## config.mk

```make
export PLATFORM = sky130hd
export DESIGN_NAME = hw2_addmul_arbiter
export DESIGN_NICKNAME = d
export VERILOG_FILES = /design/src/rtl/hw2_addmul_arbiter.sv
export SDC_FILE = /design/constraint.sdc
export NUM_CORES = 1
export LEC_CHECK = 0
export BUFFER_PORTS_ARGS = -buffer_cell sky130_fd_sc_hd__buf_2
export CORE_MARGIN = 8
export CORE_UTILIZATION = 51
export DETAILED_ROUTE_END_ITERATION = 10
export GPL_ROUTABILITY_DRIVEN = 0
export MAX_ROUTING_LAYER = met4
export PLACE_DENSITY = 0.76
export SKIP_LAST_GASP = 1
export SYNTH_ARGS = -nofsm -noshare
export SYNTH_HDL_FRONTEND = slang
export SYNTH_SLANG_ARGS = --single-unit
```

## constraint.sdc

```tcl
create_clock -name clk -period 6.15 [get_ports clk]
set_input_delay 0.3075 -clock clk [delete_from_list [all_inputs] [get_ports clk]]
set_output_delay 0.3075 -clock clk [all_outputs]
set_load 0.005 [all_outputs]
```

## src/rtl/hw2_addmul_arbiter.sv

```systemverilog
// hw2_addmul_arbiter
//
// Shares a single registered (a +/- b) * c unit among NREQ requesters.
// Each requester presents operands on a valid/ready channel. Results are
// returned on one response channel and tagged with the requester index.
// Arbitration happens only while the unit is idle. A transaction walks
// IDLE -> EXEC -> RESP, so at most one result is ever in flight.
//
// Optional build macro: HW2_ARB_FIXED_PRIO_EN
//   undefined (default): round-robin. The search starts one past the
//                        requester served last.
//   defined            : fixed priority, lowest requester index wins.
//
// Ports
//   clk, rst     clock, asynchronous active-high reset
//   req_valid    per-requester request valid
//   req_ready    per-requester accept, one-hot or zero, only in IDLE
//   req_a/b/c    packed operands, requester i at [i*WIDTH +: WIDTH]
//   req_s        per-requester op select, 1 = add, 0 = subtract
//   resp_valid   result available, held until resp_ready
//   resp_ready   consumer accepts result
//   resp_d       2*WIDTH-bit result
//   resp_id      index of the requester that produced resp_d
//   busy         high whenever the FSM is not in IDLE

module hw2_addmul_arbiter #(
    parameter int WIDTH = 8,
    parameter int NREQ  = 4,
    parameter int IDW   = 2
) (
    input  logic                  clk,
    input  logic                  rst,
    input  logic [NREQ-1:0]       req_valid,
    output logic [NREQ-1:0]       req_ready,
    input  logic [NREQ*WIDTH-1:0] req_a,
    input  logic [NREQ*WIDTH-1:0] req_b,
    input  logic [NREQ*WIDTH-1:0] req_c,
    input  logic [NREQ-1:0]       req_s,
    output logic                  resp_valid,
    input  logic                  resp_ready,
    output logic [2*WIDTH-1:0]    resp_d,
    output logic [IDW-1:0]        resp_id,
    output logic                  busy
);

    typedef enum logic [1:0] {IDLE, EXEC, RESP} state_t;

    state_t             state;
    logic [WIDTH-1:0]   op_a;
    logic [WIDTH-1:0]   op_b;
    logic [WIDTH-1:0]   op_c;
    logic               op_s;
    logic [IDW-1:0]     op_id;
`ifndef HW2_ARB_FIXED_PRIO_EN
    logic [IDW-1:0]     rr_ptr;
`endif

    logic               grant_found;
    logic [IDW-1:0]     grant_idx;
    logic [WIDTH-1:0]   sel_a;
    logic [WIDTH-1:0]   sel_b;
    logic [WIDTH-1:0]   sel_c;
    logic               sel_s;

    logic [2*WIDTH-1:0] ext_a;
    logic [2*WIDTH-1:0] ext_b;
    logic [2*WIDTH-1:0] ext_c;
    logic [2*WIDTH-1:0] sum_diff;
    logic [2*WIDTH-1:0] product;

    // Grant search: step k visits requester (start + k) mod NREQ. The first
    // valid one wins. The inner loop compares against the requester index
    // rather than indexing with a computed value, so every select is static.
    always_comb begin
        int start;
        start       = 0;
        grant_found = 1'b0;
        grant_idx   = '0;
`ifndef HW2_ARB_FIXED_PRIO_EN
        start = int'(rr_ptr);
`endif
        for (int k = 0; k < NREQ; k++) begin
            for (int i = 0; i < NREQ; i++) begin
                if (!grant_found && req_valid[i] && (i == (start + k) % NREQ)) begin
                    grant_found = 1'b1;
                    grant_idx   = IDW'(i);
                end
            end
        end
    end

    // Operand mux for the granted requester.
    always_comb begin
        sel_a = '0;
        sel_b = '0;
        sel_c = '0;
        sel_s = 1'b0;
        for (int i = 0; i < NREQ; i++) begin
            if (grant_idx == IDW'(i)) begin
                sel_a = req_a[i*WIDTH +: WIDTH];
                sel_b = req_b[i*WIDTH +: WIDTH];
                sel_c = req_c[i*WIDTH +: WIDTH];
                sel_s = req_s[i];
            end
        end
    end

    // The accept is combinational, so a waiting requester sees it in the
    // same cycle. It is only ever asserted from IDLE.
    always_comb begin
        req_ready = '0;
        for (int i = 0; i < NREQ; i++) begin
            req_ready[i] = (state == IDLE) && grant_found && (grant_idx == IDW'(i));
        end
    end

    // Arithmetic runs in 2*WIDTH context on zero-extended operands. A
    // subtraction with a < b therefore wraps to its two's-complement value
    // before the multiply.
    assign ext_a    = {{WIDTH{1'b0}}, op_a};
    assign ext_b    = {{WIDTH{1'b0}}, op_b};
    assign ext_c    = {{WIDTH{1'b0}}, op_c};
    assign sum_diff = op_s ? (ext_a + ext_b) : (ext_a - ext_b);
    assign product  = sum_diff * ext_c;

    // Transaction sequencer. The result is computed from the latched operands
    // during the single EXEC cycle. It is then held in RESP for as long as
    // the consumer stalls. The round-robin pointer only advances once the
    // response has been taken, so a reset mid-flight leaves it at zero.
    always_ff @(posedge clk or posedge rst) begin
        if (rst) begin
            state      <= IDLE;
            op_a       <= '0;
            op_b       <= '0;
            op_c       <= '0;
            op_s       <= 1'b0;
            op_id      <= '0;
            resp_valid <= 1'b0;
            resp_d     <= '0;
            resp_id    <= '0;
            busy       <= 1'b0;
`ifndef HW2_ARB_FIXED_PRIO_EN
            rr_ptr     <= '0;
`endif
        end else begin
            case (state)
                IDLE: begin
                    if (grant_found) begin
                        op_a  <= sel_a;
                        op_b  <= sel_b;
                        op_c  <= sel_c;
                        op_s  <= sel_s;
                        op_id <= grant_idx;
                        busy  <= 1'b1;
                        state <= EXEC;
                    end
                end
                EXEC: begin
                    resp_d     <= product;
                    resp_id    <= op_id;
                    resp_valid <= 1'b1;
                    state      <= RESP;
                end
                RESP: begin
                    if (resp_ready) begin
                        resp_valid <= 1'b0;
                        busy       <= 1'b0;
`ifndef HW2_ARB_FIXED_PRIO_EN
                        rr_ptr     <= (op_id == IDW'(NREQ - 1)) ? '0 : op_id + 1'b1;
`endif
                        state      <= IDLE;
                    end
                end
                default: state <= IDLE;
            endcase
        end
    end

endmodule

```

==> results of run 1 <==
[layer usage]
layer | vias up | track usage
li1 | 2583 | -
met1 | 2568 | 0.2444
met2 | 204 | 0.3611
met3 | 16 | 0.02681
met4 | 0 | 0.04819
met5 | - | -
[stage by stage]
stage,hold slack (ps),util,cells
floorplan,414.8,-,710
global placement,456.8,0.5888,955
detailed placement,464.9,0.5888,955
CTS,252.5,0.6064,963
global route,257.3,0.6227,973
finish,249.2,0.6227,973
[cell families (layout without fill, tap and decap cells)]
family                     count (synthesis)  after routing  synth area share
AOI/OAI and AO/OA                        162            162            0.1715
xor gates and xnor gates                  19             19           0.02764
adders and majority gates                102            102            0.2880
buffers and inverters                    117            237           0.07814
DFF                                       51             51            0.2120
muxes                                     20             20           0.03699
and+or+nand+nor                          239            239            0.1858
[sequential cells by signal, indices dropped and copies added, names as in the netlist]
register,flops
rr_ptr,2
op_a,8
op_id,2
busy,1
op_s,1
resp_id,2
state,2
resp_d,16
resp_valid,1
op_b,8
op_c,8
[worst max-delay path, stage by stage (launching register included)]
cell	delay, ps
dfrtp_1	440
ha_1	250
fa_1	410
nor2b_1	180
o21bai_1	200
a21oi_1	110
a21oi_2	160
xor2_2	260
nand2_1	110
fa_1	520
inv_1	50
fa_1	470
fa_1	540
inv_1	50
fa_1	530
inv_1	40
ha_1	330
o21a_1	130
o31ai_1	110
a21oi_2	200
a41oi_2	150
a211o_1	300
nor3_2	200
o31ai_2	80
[area by class of cell]
type / count / area, µm² / area share
multi-input combinational: 542 / 4420 / 0.6191
sequential: 51 / 1277 / 0.1789
timing repair buffer: 147 / 778.2 / 0.1090
inverter: 82 / 307.8 / 0.04310
tap: 143 / 178.9 / 0.02506
clock buffer: 6 / 138.9 / 0.01945
clock inverter: 2 / 38.79 / 0.005432
[worst paths after layout]
kind | from | endpoint | slack (ps) | cells past startpoint
worst max-delay path | op_b[0] | resp_d[15] | 170 | 23
worst min-delay path | resp_ready | state[1] | 250 | 2
worst max register to register | op_b[0] | resp_d[15] | 170 | 23
worst min register to register | resp_d[8] | resp_d[8] | 470 | 2
max in group asynchronous | rst | op_b[1] | 5160 | 2
min in group asynchronous | rst | resp_d[0] | 270 | 2
[timing repair]
action | in CTS | in global routing
setup buffers | 0 | 10
pin swaps | 1 | 18
endpoints found under the setup margin | 2 | 5
gates resized for setup | 4 | 31
[synthesized netlist by cell type (all sizes together), types with 4 or more instances]
cell type,count,area (µm²)
a311o,6,60.06
xnor2,12,105.1
ha,41,513.0
dfrtp,51,1276
nor3,15,75.07
nor2,23,86.33
nand2,128,480.5
o21a,7,52.55
o31ai,13,102.6
clkbuf,19,71.32
o21ai,56,291.5
and2,16,101.4
and3,11,76.32
a21oi,42,210.2
a31oi,10,62.56
buf,16,91.34
xor2,7,61.31
inv,82,307.8
o2bb2ai,7,61.31
o21bai,4,30.03
nand2b,12,75.07
fa,61,1221
nor2b,21,131.4
mux2,18,202.7
==> reports/results.ini, run 1 <==
[place]
port_buffers=130
pre_cts_ws_ps=-45.89
dp_hpwl_um=12520
dpl_cell_area_um2=6751

[timing]
post-route-min-period_ps=5980
fin_crit_sh=0.9724
slew_headroom=0.2446
setup_viol=0
hold_violations=0
slew_violations=0
fin_worst_skew_ps=6.188
fmax_mhz=167.2
tns_ps=0
tightest_slew_ps=1133
layout_setup_ws_ps=169.7

[min_path]
hold_path_class=input port to flip-flop

[synth]
async_flop_share=1.000
syn_nets=919
syn_area_um2=6021
synthFlopType=dfrtp_1
ys_types=57
yosysWarnings=0
synth_cells=710
synth_edf_count=0
syn_area_per_cell_um2=8.480
ys_seq_area_frac=0.2120
synth_seq_cells=51

[floorplanning]
dieArea_um2=15540
rows=39
die_h_um=124.7
core_area_um2=11470
start_util=0.5250
ioPinCount=131
die_w_um=124.7

[final_layout]
synthToLayoutAreaGrowth_pct=18.60
final_cell_mix=buf_2 (130), nand2_1 (128), inv_1 (77)
layout-drive-gt1-share=0.2578
nFillCells=941
stdcell_area_um2=7141
final_common_cell=buf_2
layout.nets=1038
antenna_cells=0

[grt]
grt_usage=0.2055
grt-ovfl-total=0
antenna_found_initial=0
grt_pass1_wl_um=26740
grt_max_degree=52
grt_pass1_vias=5922

[clock_network]
htreeDepth=2
cts_hold_buf=0
cts_max_path_buffers=2
path_clk_slew_ps=70
clock_latency_ps=290
cts_tree=built
cts_buffers=5
cts.sinks=51
cts-root-buf=clkbuf_16

[detailed_routing]
highest_layer=met4
drt-initial-drc-count=280
drtPass1Iterations=5
vias_per_cell=5.520
avgRoutedWirePerCell_um=16.10
routed_wl_um=15660
drc=0
wl_met1_um=6668
dr_wl_met2_um=7934
vias=5371
ant_nets=0
wl_met3_um=836

[setup_path]
crit_path_max_fanout=5
critPathKind=flip-flop to flip-flop
setup.worst_path.start_class=flip-flop
arrival_ps=6110
cp-end-kind=flip-flop
worstPathRequired_ps=6280

[status]
outcome=completed

[job]
maxCapViolCount=0

Power of run 1 is left out: the tool's default activity adds up to more than one toggle a clock period on the data nets, which glitch-free logic cannot reach.
==> run 2: changes to the inputs <==
Settings changed: ABC_AREA set to 1, CORE_UTILIZATION 51 to 50, PLACE_DENSITY 0.76 to 0.74.
==> reports/results.ini, run 2 <==
[final_layout]
layout.nets=1222
synthToLayoutAreaGrowth_pct=15.77
top_register=resp_d
antenna_cells=0
largest_reg_flops=16
final_common_cell=nand2_1
nFillCells=1213
layout-drive-gt1-share=0.1903
final_cell_mix=nand2_1 (244), inv_1 (153), buf_2 (130)

[synth]
syn_nets=1103
synth.top_cell.area_share=0.1998
synthFlopType=dfrtp_1
yosysWarnings=0
yosysTopAreaCell=dfrtp_1
synthTopCellsByCount=nand2_1 (244), inv_1 (158), nand3_1 (73)
synth_cells=894
synth_seq_cells=51
syn_area_um2=6389
ys_seq_area_frac=0.1998
ys_types=33
synthTopCellsByArea=dfrtp_1 (20%), fa_1 (19%), nand2_1 (14%)
async_flop_share=1.000
synth_edf_count=0
synth_most_common_cell=nand2_1
syn_area_per_cell_um2=7.146

[timing]
fin_crit_sh=0.9372
hold_violations=0
fin_worst_skew_ps=6.466
slew_headroom=0.3055
post-route-min-period_ps=5764
slew_violations=0
hold_slack_ps=258.7
setup_viol=0
fmax_mhz=173.5
tightest_slew_ps=1040
tns_ps=0

[clock_network]
htreeDepth=2
cts.sinks=51
cts_max_path_buffers=2
cts_hold_buf=0
clock_latency_ps=300
cts_buffers=5
cts_tree=built
cts-root-buf=clkbuf_16
path_clk_slew_ps=80

[grt]
grt_pass1_wl_um=27030
grt-ovfl-total=0
antenna_found_initial=0
grt_usage=0.2018
grt_max_degree=65
grt_pass1_vias=5950

[floorplanning]
die_h_um=129.0
dieArea_um2=16650
die_w_um=129.0
ioPinCount=131
rows=41
start_util=0.5083
core_area_um2=12570

[detailed_routing]
avgRoutedWirePerCell_um=13.37
drtPass1Iterations=5
routed_wl_um=15850
drc=0
wl_met1_um=7405
dr_wl_met2_um=7267
drt-initial-drc-count=291
highest_layer=met4
vias=5996
ant_nets=0
wl_met3_um=936
vias_per_cell=5.056

[place]
dp_hpwl_um=12760
port_buffers=130

[min_path]
hold_path_class=input port to async pin

[setup_path]
worstPathRequired_ps=6330
setup.worst_path.start_class=flip-flop
crit_family=adder cells
cp_common_cell=inv_1
cpMaxStageDelayCell=fa_1
slowest_delay_ps=540
cp-end-kind=flip-flop
crit_path_max_fanout=6
critPathKind=flip-flop to flip-flop
arrival_ps=5950
path_buf_inv=7

[status]
outcome=completed

[job]
maxCapViolCount=0

run 2: metrics by stage:
stage | instances | cell area (µm²) | util | setup WS (ps)
after floorplan | 894 | 6389 | - | 712.6
after global placement | 1168 | 7098 | 0.5648 | 369.8
after detailed placement | 1168 | 7098 | 0.5648 | 236.7
after CTS | 1176 | 7246 | 0.5765 | 238.8
after global routing | 1186 | 7396 | 0.5885 | -4.613
final | 1186 | 7396 | 0.5885 | 386.0
run 2: cells by family (layout without fill, tap and decap cells):
family,Yosys count,after routing,share of synthesized area
AO/OA/AOI/OAI,93,93,0.07873
XOR/XNOR,19,19,0.02605
adder cells (fa/ha/maj),102,102,0.2714
buffers and inverters,198,318,0.1255
flip-flops,51,51,0.1998
AND/OR/NAND/NOR,431,431,0.2985
run 2: path summary, 6_finish.rpt:
path | startpoint | to | slack, ps | depth (start not counted)
worst max-delay path | op_a[0] | resp_d[15] | 390 | 26
max in group asynchronous | rst | op_a[1] | 5170 | 2
worst min register to register | resp_d[1] | resp_d[1] | 470 | 2
worst min-delay path | rst | resp_valid | 260 | 2
min in group clk | resp_ready | state[1] | 300 | 4
worst max register to register | op_a[0] | resp_d[15] | 390 | 26
run 2: timing repair:
item                                    4_1_cts  5_1_grt
buffers inserted                              0       10
endpoints found under the hold margin         0        0
endpoints found under the setup margin        0        3
resized for setup                             0       21
run 2: worst reg2reg max path, delay by kind of cell, from the launching register on:
kind / cells / cell delay, ps
adders and majority gates: 7 / 3090
and+or+nand+nor: 7 / 620
DFF: 1 / 400
AOI/OAI and AO/OA: 5 / 960
buffers and inverters: 7 / 540
run 2: cell type report:
class | instances | area [µm²] | area share
multi-input cells | 645 | 4383 | 0.5926
flip-flops and latches | 51 | 1279 | 0.1729
well taps | 172 | 215.2 | 0.02910
clock buffers | 5 | 125.1 | 0.01692
clock inverters | 3 | 22.52 | 0.003045
inverters | 168 | 630.6 | 0.08526
repair buffers | 142 | 740.7 | 0.1002
run 2: routing by layer:
metal | global-route usage | vias up
li1 | - | 3022
met1 | 0.2681 | 2742
met2 | 0.3214 | 206
met3 | 0.02342 | 26
met4 | 0.05390 | 0
met5 | - | -
Power of run 2 is left out for the same reason.
==> run 3: changes to the inputs <==
Settings changed: PLACE_DENSITY 0.74 to 0.71.
Clock period 6.15 ns to 7.15 ns, I/O delays scaled along.
==> reports/results.ini, run 3 (same netlist as run 2, synthesis figures left out) <==
[status]
outcome=completed

[timing]
hold_violations=0
slew_violations=0
hold_slack_ps=311.9
setup_viol=0
fin_worst_skew_ps=6.114
tightest_slew_ps=1027
slew_headroom=0.3142
layout_setup_ws_ps=1264
post-route-min-period_ps=5886
rsz0062_at_grt=no
tns_ps=0
fmax_mhz=169.9
fin_crit_sh=0.8233

[place]
port_buffers=130
dp_hpwl_um=12530
pre_cts_ws_ps=1279

[clock_network]
cts_resized=0
clock_latency_ps=290
cts-root-buf=clkbuf_16
cts_buffers=5
path_clk_slew_ps=70
cts_setup_buffers=0
cts_hold_buf=0
cts_tree=built
cts_max_path_buffers=2
cts.sinks=51
htreeDepth=2

[final_layout]
layout.nets=1211
utilization=0.5757
nFillCells=1238
antenna_cells=0
largest_reg_flops=16
layout-drive-gt1-share=0.1625
top_register=resp_d
final_common_cell=nand2_1
synthToLayoutAreaGrowth_pct=13.26
final_cell_mix=nand2_1 (244), inv_1 (157), buf_2 (130)

[detailed_routing]
ant_nets=0
drt-initial-drc-count=354
drc=0
routed_wl_um=15100
vias=5821
avgRoutedWirePerCell_um=12.85
vias_per_cell=4.954
drtPass1Iterations=5

[grt]
grt-ovfl-total=0
antenna_found_initial=0
grt_usage=0.1978
grt_pass1_vias=5858
grt_pass1_wl_um=26450
grt_max_degree=65

[floorplanning]
die_w_um=129.0
dieArea_um2=16650
ioPinCount=131
start_util=0.5083
die_h_um=129.0
rows=41
core_area_um2=12570

[setup_path]
reg2reg_slack_ps=1260
critPathKind=flip-flop to flip-flop
r2r-end=resp_d[14]
slowest_delay_ps=540
worstPathRequired_ps=7280
r2r_cells=30
cpMaxStageDelayCell=fa_1
setup.worst_path.start_class=flip-flop
cp_common_cell=nand2_1
r2r-start=op_a[0]
arrival_ps=6020
crit_path_max_fanout=6
cp-end-kind=flip-flop

[min_path]
hold_path_class=input port to async pin

[job]
maxCapViolCount=0

-- run 3: changes by cell type in the layout (fill, tap and decap cells not counted), sizes merged --
| cell | previous run | this run |
|---|---|---|
| clkinv | 1 | 0 |
| clkinvlp | 0 | 1 |
| inv | 170 | 169 |
| clkbuf | 5 | 6 |
| buf | 142 | 131 |
-- run 3: critical path: cells and delay by family (launching register included) --
kind / cells / cell delay (ps)
adder cells (fa/ha/maj): 7 / 2940
AO/OA/AOI/OAI: 8 / 1040
AND/OR/NAND/NOR: 9 / 670
flip-flops: 1 / 400
XOR/XNOR: 2 / 380
buffers and inverters: 4 / 300
-- run 3: stage by stage --
step	instances	area, µm²
2_1_floorplan	894	6389
3_3_place_gp	1167	7091
3_5_place_dp	1167	7091
4_1_cts	1175	7236
5_1_grt	1175	7236
6_report	1175	7236
-- run 3: cell type report --
type	instances	area (µm²)	share of cell area
sequential	51	1276	0.1764
inverter	168	630.6	0.08715
timing repair buffer	131	658.1	0.09096
clock buffer	6	128.9	0.01781
tap	172	215.2	0.02974
clock inverter	2	16.27	0.002248
multi-input combinational	645	4310	0.5957
-- run 3: worst max path at each step --
| stage | from | endpoint | slack [ps] | cells after the start |
|---|---|---|---|---|
| after global placement | op_a[0] | resp_d[14] | 1390 | 31 |
| after global routing | op_b[1] | resp_d[15] | 700 | 32 |
| final | op_a[0] | resp_d[14] | 1260 | 30 |
| after detailed placement | op_b[1] | resp_d[15] | 1280 | 32 |
| after CTS | op_a[0] | resp_d[14] | 1260 | 30 |
| after floorplan | op_a[0] | resp_d[15] | 1710 | 31 |
-- run 3: metal layers --
layer | vias to the layer above | track usage | routed length (µm)
met1 | 2639 | 0.2667 | 7292
met3 | 14 | 0.02506 | 728
met4 | 0 | 0.04008 | 166
met2 | 169 | 0.3143 | 6913
met5 | - | - | 0
li1 | 2999 | - | -
Power of run 3 is left out for the same reason.
